**config.mk**
```make
export PLATFORM = sky130hd
export DESIGN_NAME = bpm_tick_duration_gen
export DESIGN_NICKNAME = d
export VERILOG_FILES = /design/src/rtl/bpm_tick_duration_gen.sv
export SDC_FILE = /design/constraint.sdc
export NUM_CORES = 1
export LEC_CHECK = 0
export BUFFER_PORTS_ARGS = -buffer_cell sky130_fd_sc_hd__buf_2
export CAP_MARGIN = 20
export CELL_PAD_IN_SITES_DETAIL_PLACEMENT = 2
export CELL_PAD_IN_SITES_GLOBAL_PLACEMENT = 2
export CORE_ASPECT_RATIO = 0.9
export CORE_MARGIN = 2
export CORE_UTILIZATION = 32
export DETAILED_ROUTE_END_ITERATION = 10
export PLACE_DENSITY = 0.79
export SLEW_MARGIN = 20
export SYNTH_ARGS = -nofsm -noshare
export SYNTH_HDL_FRONTEND = slang
export SYNTH_SLANG_ARGS = --single-unit
```
**constraint.sdc**
```tcl
create_clock -name CLK -period 4.2 [get_ports CLK]
set_input_delay 0.42 -clock CLK [delete_from_list [all_inputs] [get_ports CLK]]
set_output_delay 0.42 -clock CLK [all_outputs]
set_load 0.02 [all_outputs]
```
**src/rtl/bpm_tick_duration_gen.sv**
```systemverilog
`timescale 1ns/1ps
// Tempo-to-tick phase accumulator plus a registered note-duration lookup.
// Optional BEAT output (one pulse per TICKS_PER_BEAT ticks) under `BPM_BEAT_PULSE_EN.
module bpm_tick_duration_gen #(
    parameter int unsigned CLK_HZ         = 100_000_000,
    parameter int unsigned TICKS_PER_BEAT = 512
) (
    input  logic        CLK,
    input  logic        RST_N,
    input  logic [7:0]  BPM,
    input  logic [3:0]  NOTE,
    output logic        TICK,
    output logic [15:0] DURATION
`ifdef BPM_BEAT_PULSE_EN
    ,
    output logic        BEAT
`endif
);

    // Accumulator wraps at cycles-per-minute / ticks-per-beat, so BPM/THRESHOLD ticks per cycle.
    localparam longint unsigned THRESHOLD =
        (64'(CLK_HZ) * 64'd60) / 64'(TICKS_PER_BEAT);
    localparam int ACC_W = ($clog2(THRESHOLD) > 24) ? $clog2(THRESHOLD) : 24;
    localparam int SUM_W = ACC_W + 1;
    localparam logic [SUM_W-1:0] THR = SUM_W'(THRESHOLD);

    localparam int unsigned TPB = TICKS_PER_BEAT;
    localparam logic [15:0] D_SEMIBREVE      = 16'(TPB * 4);
    localparam logic [15:0] D_DOT_MINIM      = 16'(TPB * 3);
    localparam logic [15:0] D_MINIM          = 16'(TPB * 2);
    localparam logic [15:0] D_DOT_CROTCHET   = 16'((TPB * 3) / 2);
    localparam logic [15:0] D_CROTCHET       = 16'(TPB);
    localparam logic [15:0] D_DOT_QUAVER     = 16'((TPB * 3) / 4);
    localparam logic [15:0] D_QUAVER         = 16'(TPB / 2);
    localparam logic [15:0] D_DOT_SEMIQUAVER = 16'((TPB * 3) / 8);
    localparam logic [15:0] D_SEMIQUAVER     = 16'(TPB / 4);
    localparam logic [15:0] D_DEMISEMIQUAVER = 16'(TPB / 8);
    localparam logic [15:0] D_BREVE          = 16'(TPB * 8);
    localparam logic [15:0] D_QUAVER_TRIPLET = 16'(TPB / 3);

    typedef enum logic [3:0] {
        N_SEMIBREVE      = 4'd0,
        N_DOT_MINIM      = 4'd1,
        N_MINIM          = 4'd2,
        N_DOT_CROTCHET   = 4'd3,
        N_CROTCHET       = 4'd4,
        N_DOT_QUAVER     = 4'd5,
        N_QUAVER         = 4'd6,
        N_DOT_SEMIQUAVER = 4'd7,
        N_SEMIQUAVER     = 4'd8,
        N_DEMISEMIQUAVER = 4'd9,
        N_BREVE          = 4'd10,
        N_QUAVER_TRIPLET = 4'd11
    } note_e;

    logic [ACC_W-1:0] acc_q, acc_d;
    logic             tick_q, tick_d;
    logic [15:0]      dur_q, dur_d;
    logic [SUM_W-1:0] sum;

    always_comb begin
        // NOTE: every combinational output gets a default first, so no path can infer a latch.
        sum    = SUM_W'(acc_q) + SUM_W'(BPM);
        acc_d  = sum[ACC_W-1:0];
        tick_d = 1'b0;
        if (sum >= THR) begin
            acc_d  = ACC_W'(sum - THR);
            tick_d = 1'b1;
        end
    end

    always_comb begin
        dur_d = D_CROTCHET;
        case (note_e'(NOTE))
            N_SEMIBREVE:      dur_d = D_SEMIBREVE;
            N_DOT_MINIM:      dur_d = D_DOT_MINIM;
            N_MINIM:          dur_d = D_MINIM;
            N_DOT_CROTCHET:   dur_d = D_DOT_CROTCHET;
            N_CROTCHET:       dur_d = D_CROTCHET;
            N_DOT_QUAVER:     dur_d = D_DOT_QUAVER;
            N_QUAVER:         dur_d = D_QUAVER;
            N_DOT_SEMIQUAVER: dur_d = D_DOT_SEMIQUAVER;
            N_SEMIQUAVER:     dur_d = D_SEMIQUAVER;
            N_DEMISEMIQUAVER: dur_d = D_DEMISEMIQUAVER;
            N_BREVE:          dur_d = D_BREVE;
            N_QUAVER_TRIPLET: dur_d = D_QUAVER_TRIPLET;
            default:          dur_d = D_CROTCHET;
        endcase
    end

    // NOTE: state is updated with non-blocking assignments so all flops sample the same pre-edge values.
    always_ff @(posedge CLK) begin
        if (!RST_N) begin
            acc_q  <= '0;
            tick_q <= 1'b0;
            dur_q  <= '0;
        end else begin
            acc_q  <= acc_d;
            tick_q <= tick_d;
            dur_q  <= dur_d;
        end
    end

    assign TICK     = tick_q;
    assign DURATION = dur_q;

`ifdef BPM_BEAT_PULSE_EN
    localparam int BEAT_W = (TICKS_PER_BEAT > 1) ? $clog2(TICKS_PER_BEAT) : 1;
    localparam logic [BEAT_W-1:0] BEAT_LAST = BEAT_W'(TICKS_PER_BEAT - 1);

    logic [BEAT_W-1:0] beat_cnt_q, beat_cnt_d;
    logic              beat_q, beat_d;

    // The counter advances with the tick being issued, so BEAT lands on the wrapping TICK.
    always_comb begin
        beat_cnt_d = beat_cnt_q;
        beat_d     = 1'b0;
        if (tick_d) begin
            if (beat_cnt_q == BEAT_LAST) begin
                beat_cnt_d = '0;
                beat_d     = 1'b1;
            end else begin
                beat_cnt_d = beat_cnt_q + BEAT_W'(1);
            end
        end
    end

    always_ff @(posedge CLK) begin
        if (!RST_N) begin
            beat_cnt_q <= '0;
            beat_q     <= 1'b0;
        end else begin
            beat_cnt_q <= beat_cnt_d;
            beat_q     <= beat_d;
        end
    end

    assign BEAT = beat_q;
`endif

endmodule

```
# Yosys cells after proc, flatten, opt, wreduce, memory -nomap -nowiden
# Memory sizes are Yosys's and may differ from the RTL's. A register that Yosys moved wholly into a read port is not among the register bits.
# Cells that the tools add are included.
dict set report op_classes {
  add_sub_neg 2
  magnitude_cmp 1
  n_mux 2
  n_reduce_logical 1
}
# cell n
set ops {}
lappend ops {{adder 24 x 8 -> 25 bit} 1}
lappend ops {{greater-or-equal comparator 25 x 24 -> 1 bit (second input constant)} 1}
lappend ops {{two-way mux 24 bit} 1}
lappend ops {{subtractor 24 bit (second input constant)} 1}
lappend ops {{zero test 1 bit} 1}
lappend ops {{two-way mux 1 bit} 1}
dict set report word_totals {
  register_bits 41
  romBits 160
  wordCells 10
  memories 1
}
# name words word_bits rd rd_clocked_by_memory_dff wr line
set memory_table {}
lappend memory_table {{(no name shown)} 16 10 1 1 0 74} ;# case (note_e'(NOTE))

# Logic depth before layout (Yosys ltp)
dict set report logic_depth {
  depth_word 3
  mapped_depth 14
  depth_no_buf 12
}

# Worst setup path after synthesis
# No wires, ideal clock.
dict set report synth_path {
  path_kind {input port to flip-flop}
  startpoint {in BPM[0]}
  endpoint {reg acc_q[14]}
  setup_ns 0.072
  t_arrival_ns 3.186
  slack_ns 0.943
  stages 13
  path_cell_list {ha_1 inv_1 fa_1 nand2b_1 a2111oi_4 or2_1 buf_4 a31oi_1 a2bb2oi_1 o311a_1 o211a_1 o21ai_0 mux2i_1}
}
dict set report synth_via {
  elab_chain_len 3
  word_cells_on_any_way 4
  cone_classes {add/sub (2); order compare (1); mux (1)}
}
# element line
set synth_rtl {}
lappend synth_rtl {{from (decl)} 10} ;# input logic [7:0] BPM,
lappend synth_rtl {{adder 24 x 8 -> 25 bit (*)} 63} ;# sum = SUM_W'(acc_q) + SUM_W'(BPM);
lappend synth_rtl {{subtractor 24 bit / greater-or-equal comparator 25 x 24 -> 1 bit (equally long branches)} {67, 66}}
lappend synth_rtl {{two-way mux 24 bit (*)} 66} ;# if (sum >= THR) begin
lappend synth_rtl {{to (signal assigned)} 94} ;# acc_q <= '0;
lappend synth_rtl {{to (signal assigned)} 98} ;# acc_q <= acc_d;
lappend synth_rtl {{to (decl)} 56} ;# logic [ACC_W-1:0] acc_q, acc_d;
# Mark *: on every way between the ends. The rest lies on a longest branch, timed or not.
# A chain may end at the register's enable or synchronous reset.

# Worst setup path in the final report
dict set report layout_path {
  startpoint {reg acc_q[0]}
  endpoint {reg acc_q[20]}
}
dict set report layout_via {
  elab_chain_len 3
  word_cells_on_any_way 4
  cone_classes {add/sub (2); order compare (1); mux (1)}
}
# element line
set layout_rtl {}
lappend layout_rtl {{adder 24 x 8 -> 25 bit (*)} 63}
lappend layout_rtl {{subtractor 24 bit / greater-or-equal comparator 25 x 24 -> 1 bit (equally long branches)} {67, 66}}
lappend layout_rtl {{two-way mux 24 bit (*)} 66}
# Marks and branches as above.

==> metrics <==
clock root buffer clkbuf_8; Power Dens Cells 465.2 mW/mm^2; hold path startpoint NOTE[0]; overall routing resource usage 20.56%; Tcrit/Tclk final 90.05%; layout cells sized above 1 between 10% and 20%; top-area cell type share of the netlist area 24.67%; Worst VDD drop between 100 and 150 uV; fmax 264.4 MHz; total wire length ~9000 microns; DPL Wire Length roughly 6700 microns; first-pass GRT wire length 14970 microns; NumNets Final 384; status complete, no violations; # IOs 31; Die Span X 100.4 microns; Layout area overhead 10.93%; HP Class input pin to flop; Sink Count 33; DR vias/cell 5.663; Mapped Cells 337; ANT cells 0; fillers 954; WS Path Type flop to flop; Final Setup Violations 0; number of global-route vias before repair 2803; total CTS buffers 5; CTS tree built; Die H roughly 91 microns; initial core utilization between 30% and 40%; clk_skew 0.003739 ns; Syn Area/Cell 7.945 sq um; DRT iter0 DRCs 133; Yosys top cell by area dfxtp_1; crit end category flop; Post-synth ARST share 0%; RSZ-0062 raised after global routing no; reg2reg end acc_q[20]; R2R cell count 12; Slew @ Worst Pin approximately 0.7 ns; pin count of the biggest net entering global routing 33; nature of the critical path startpoint flop; reg2reg start acc_q[0]; reg-to-reg slack, setup 0.42 ns; main flop type after synthesis dfxtp_1; final instance area 0.002970 sq mm; Seq/Total Area, Yosys 24.67%; WHS Path Cells 2; Vias 2588; H-tree Lvls 2; Avg WL per Cell 19.40 microns; die area approximately 0.0091 sq mm; count of input and output buffers 24; Yosys cell types 57; Synth top cells by count 37 x nand2_1, 33 x dfxtp_1, 21 x mux2i_1; worst path required time 4.43 ns; Leakage 1.210 nW; placed cell areas ~0.0029 sq mm; endpoints failing hold 0; Tmin final 3.782 ns; Rows 31; Routed Antenna Nets 0; Synth Cell Area 0.002678 sq mm; GPL Wtd Cong around 0.83; clock slew at reported path FFs 0.08 ns; Tot Pwr 1.382 mW; largest cells by area after synthesis dfxtp_1 25%, mux2i_1 7.9%, ha_1 5.6%; fin. max-slew vios 0; DRC Markers 0; #FFs+latches synth 33; Skew-Pair Late Insertion Delay 0.29 ns; core area 0.008068 sq mm; WP data arrival 4.01 ns; clk buf depth 2; grt ovf 0; max cap viols 0; Setup TNS 0 ns; total number of yosys warnings 0; number of flops mapped to enable cells by yosys 0; initial antenna violation count 0; Slew HR 52.04%; most frequent cell after synthesis nand2_1; WHS Endpoint DURATION[12]; TritonRoute pass-1 iters 6; peak fanout along the critical path 8
[what timing repair did]
item / in CTS / in global routing
hold buffers: 0 / 0
endpoints found under the setup margin: 0 / 2
resized for setup: 0 / 1
setup buffers: 0 / 0
[registers in the layout, summed over array words and instances, names as in the netlist]
name and cells:
TICK 1, DURATION 8, acc_q 24
[critical path, cell delays in order, from the launching register on]
cell	delay, ns
dfxtp_1	0.33
ha_1	0.19
inv_1	0.07
fa_1	0.40
nand2b_1	0.21
a2111oi_4	0.52
or2_1	0.39
a31oi_1	0.17
a2bb2oi_1	0.22
o311a_1	0.42
o211a_1	0.29
o21ai_0	0.29
mux2i_1	0.21
[cell families (layout without fill, tap and decap cells)]
| kind of cell | after synthesis | count (layout) | share of synthesized area (%) |
|---|---|---|---|
| xor+xnor | 31 | 31 | 10.14 |
| other cells | 1 | 6 | 0.1401 |
| simple gates | 122 | 122 | 22.99 |
| fa+ha+maj | 13 | 13 | 6.355 |
| compound gates | 82 | 82 | 21.17 |
| flops | 33 | 33 | 24.67 |
| mux | 21 | 21 | 7.850 |
| buf+inv | 34 | 50 | 6.682 |
[area by class of cell]
| type | count | area (sq um) | area share (%) |
|---|---|---|---|
| Multi-Input combinational cell | 275 | 1857 | 62.51 |
| Tap cell | 99 | 123.9 | 4.170 |
| Clock inverter | 3 | 46.29 | 1.559 |
| Timing Repair Buffer | 31 | 172.7 | 5.813 |
| Sequential cell | 33 | 660.6 | 22.24 |
| Inverter | 11 | 41.29 | 1.390 |
| Clock buffer | 5 | 68.82 | 2.317 |
[how the worst max path moves through the flow]
stage | startpoint | to | slack, ns | cells past startpoint
floorplan | BPM[0] | acc_q[14] | 0.94 | 13
global placement | BPM[0] | acc_q[20] | 0.25 | 13
detailed placement | BPM[0] | acc_q[20] | 0.05 | 13
CTS | acc_q[0] | acc_q[20] | 0.22 | 12
global route | acc_q[0] | acc_q[22] | 0.09 | 12
finish | acc_q[0] | acc_q[20] | 0.42 | 12
[metrics by stage]
stage | utilization, % | worst slack [ns] | hold WS [ns] | cells
final | 36.82 | 0.4178 | 0.3593 | 457
after floorplan | - | 0.9427 | 0.4970 | 342
after global routing | 36.82 | 0.08808 | 0.3644 | 457
after global placement | 35.39 | 0.2487 | 0.6121 | 449
after CTS | 36.82 | 0.2151 | 0.3587 | 457
after detailed placement | 35.39 | 0.05092 | 0.6455 | 449
[layout by cell type (no fill, tap or decap), types with 4 or more instances in the layout]
cell type,instances
buf_2,24
a211oi_2,4
and2_1,4
nand4_1,5
xor2_1,14
o211ai_1,5
xnor2_1,17
nand3_1,12
o21ai_1,6
a31oi_1,5
o21ai_0,17
dfxtp_1,33
conb_1,6
or2_2,10
nand2b_1,6
mux2i_1,21
clkbuf_8,5
buf_4,7
a21oi_1,19
ha_1,12
nor3_1,7
nand2_1,37
nor2_1,20
inv_1,11
[metal layers]
metal,track usage [%],wire (microns),part of all wire [%]
met5,0,0,0
met2,35.12,4354,49
met3,3.019,373,4.2
met4,5.137,111,1.3
met1,26.94,4029,45
[report_power, final]
group	internal [mW]	total [mW]	switching [mW]
Sequential	0.348	0.371	0.0229
Combinational	0.234	0.693	0.459
Clock	0.178	0.318	0.141
No activity file was read; power rests on OpenSTA's default activity.
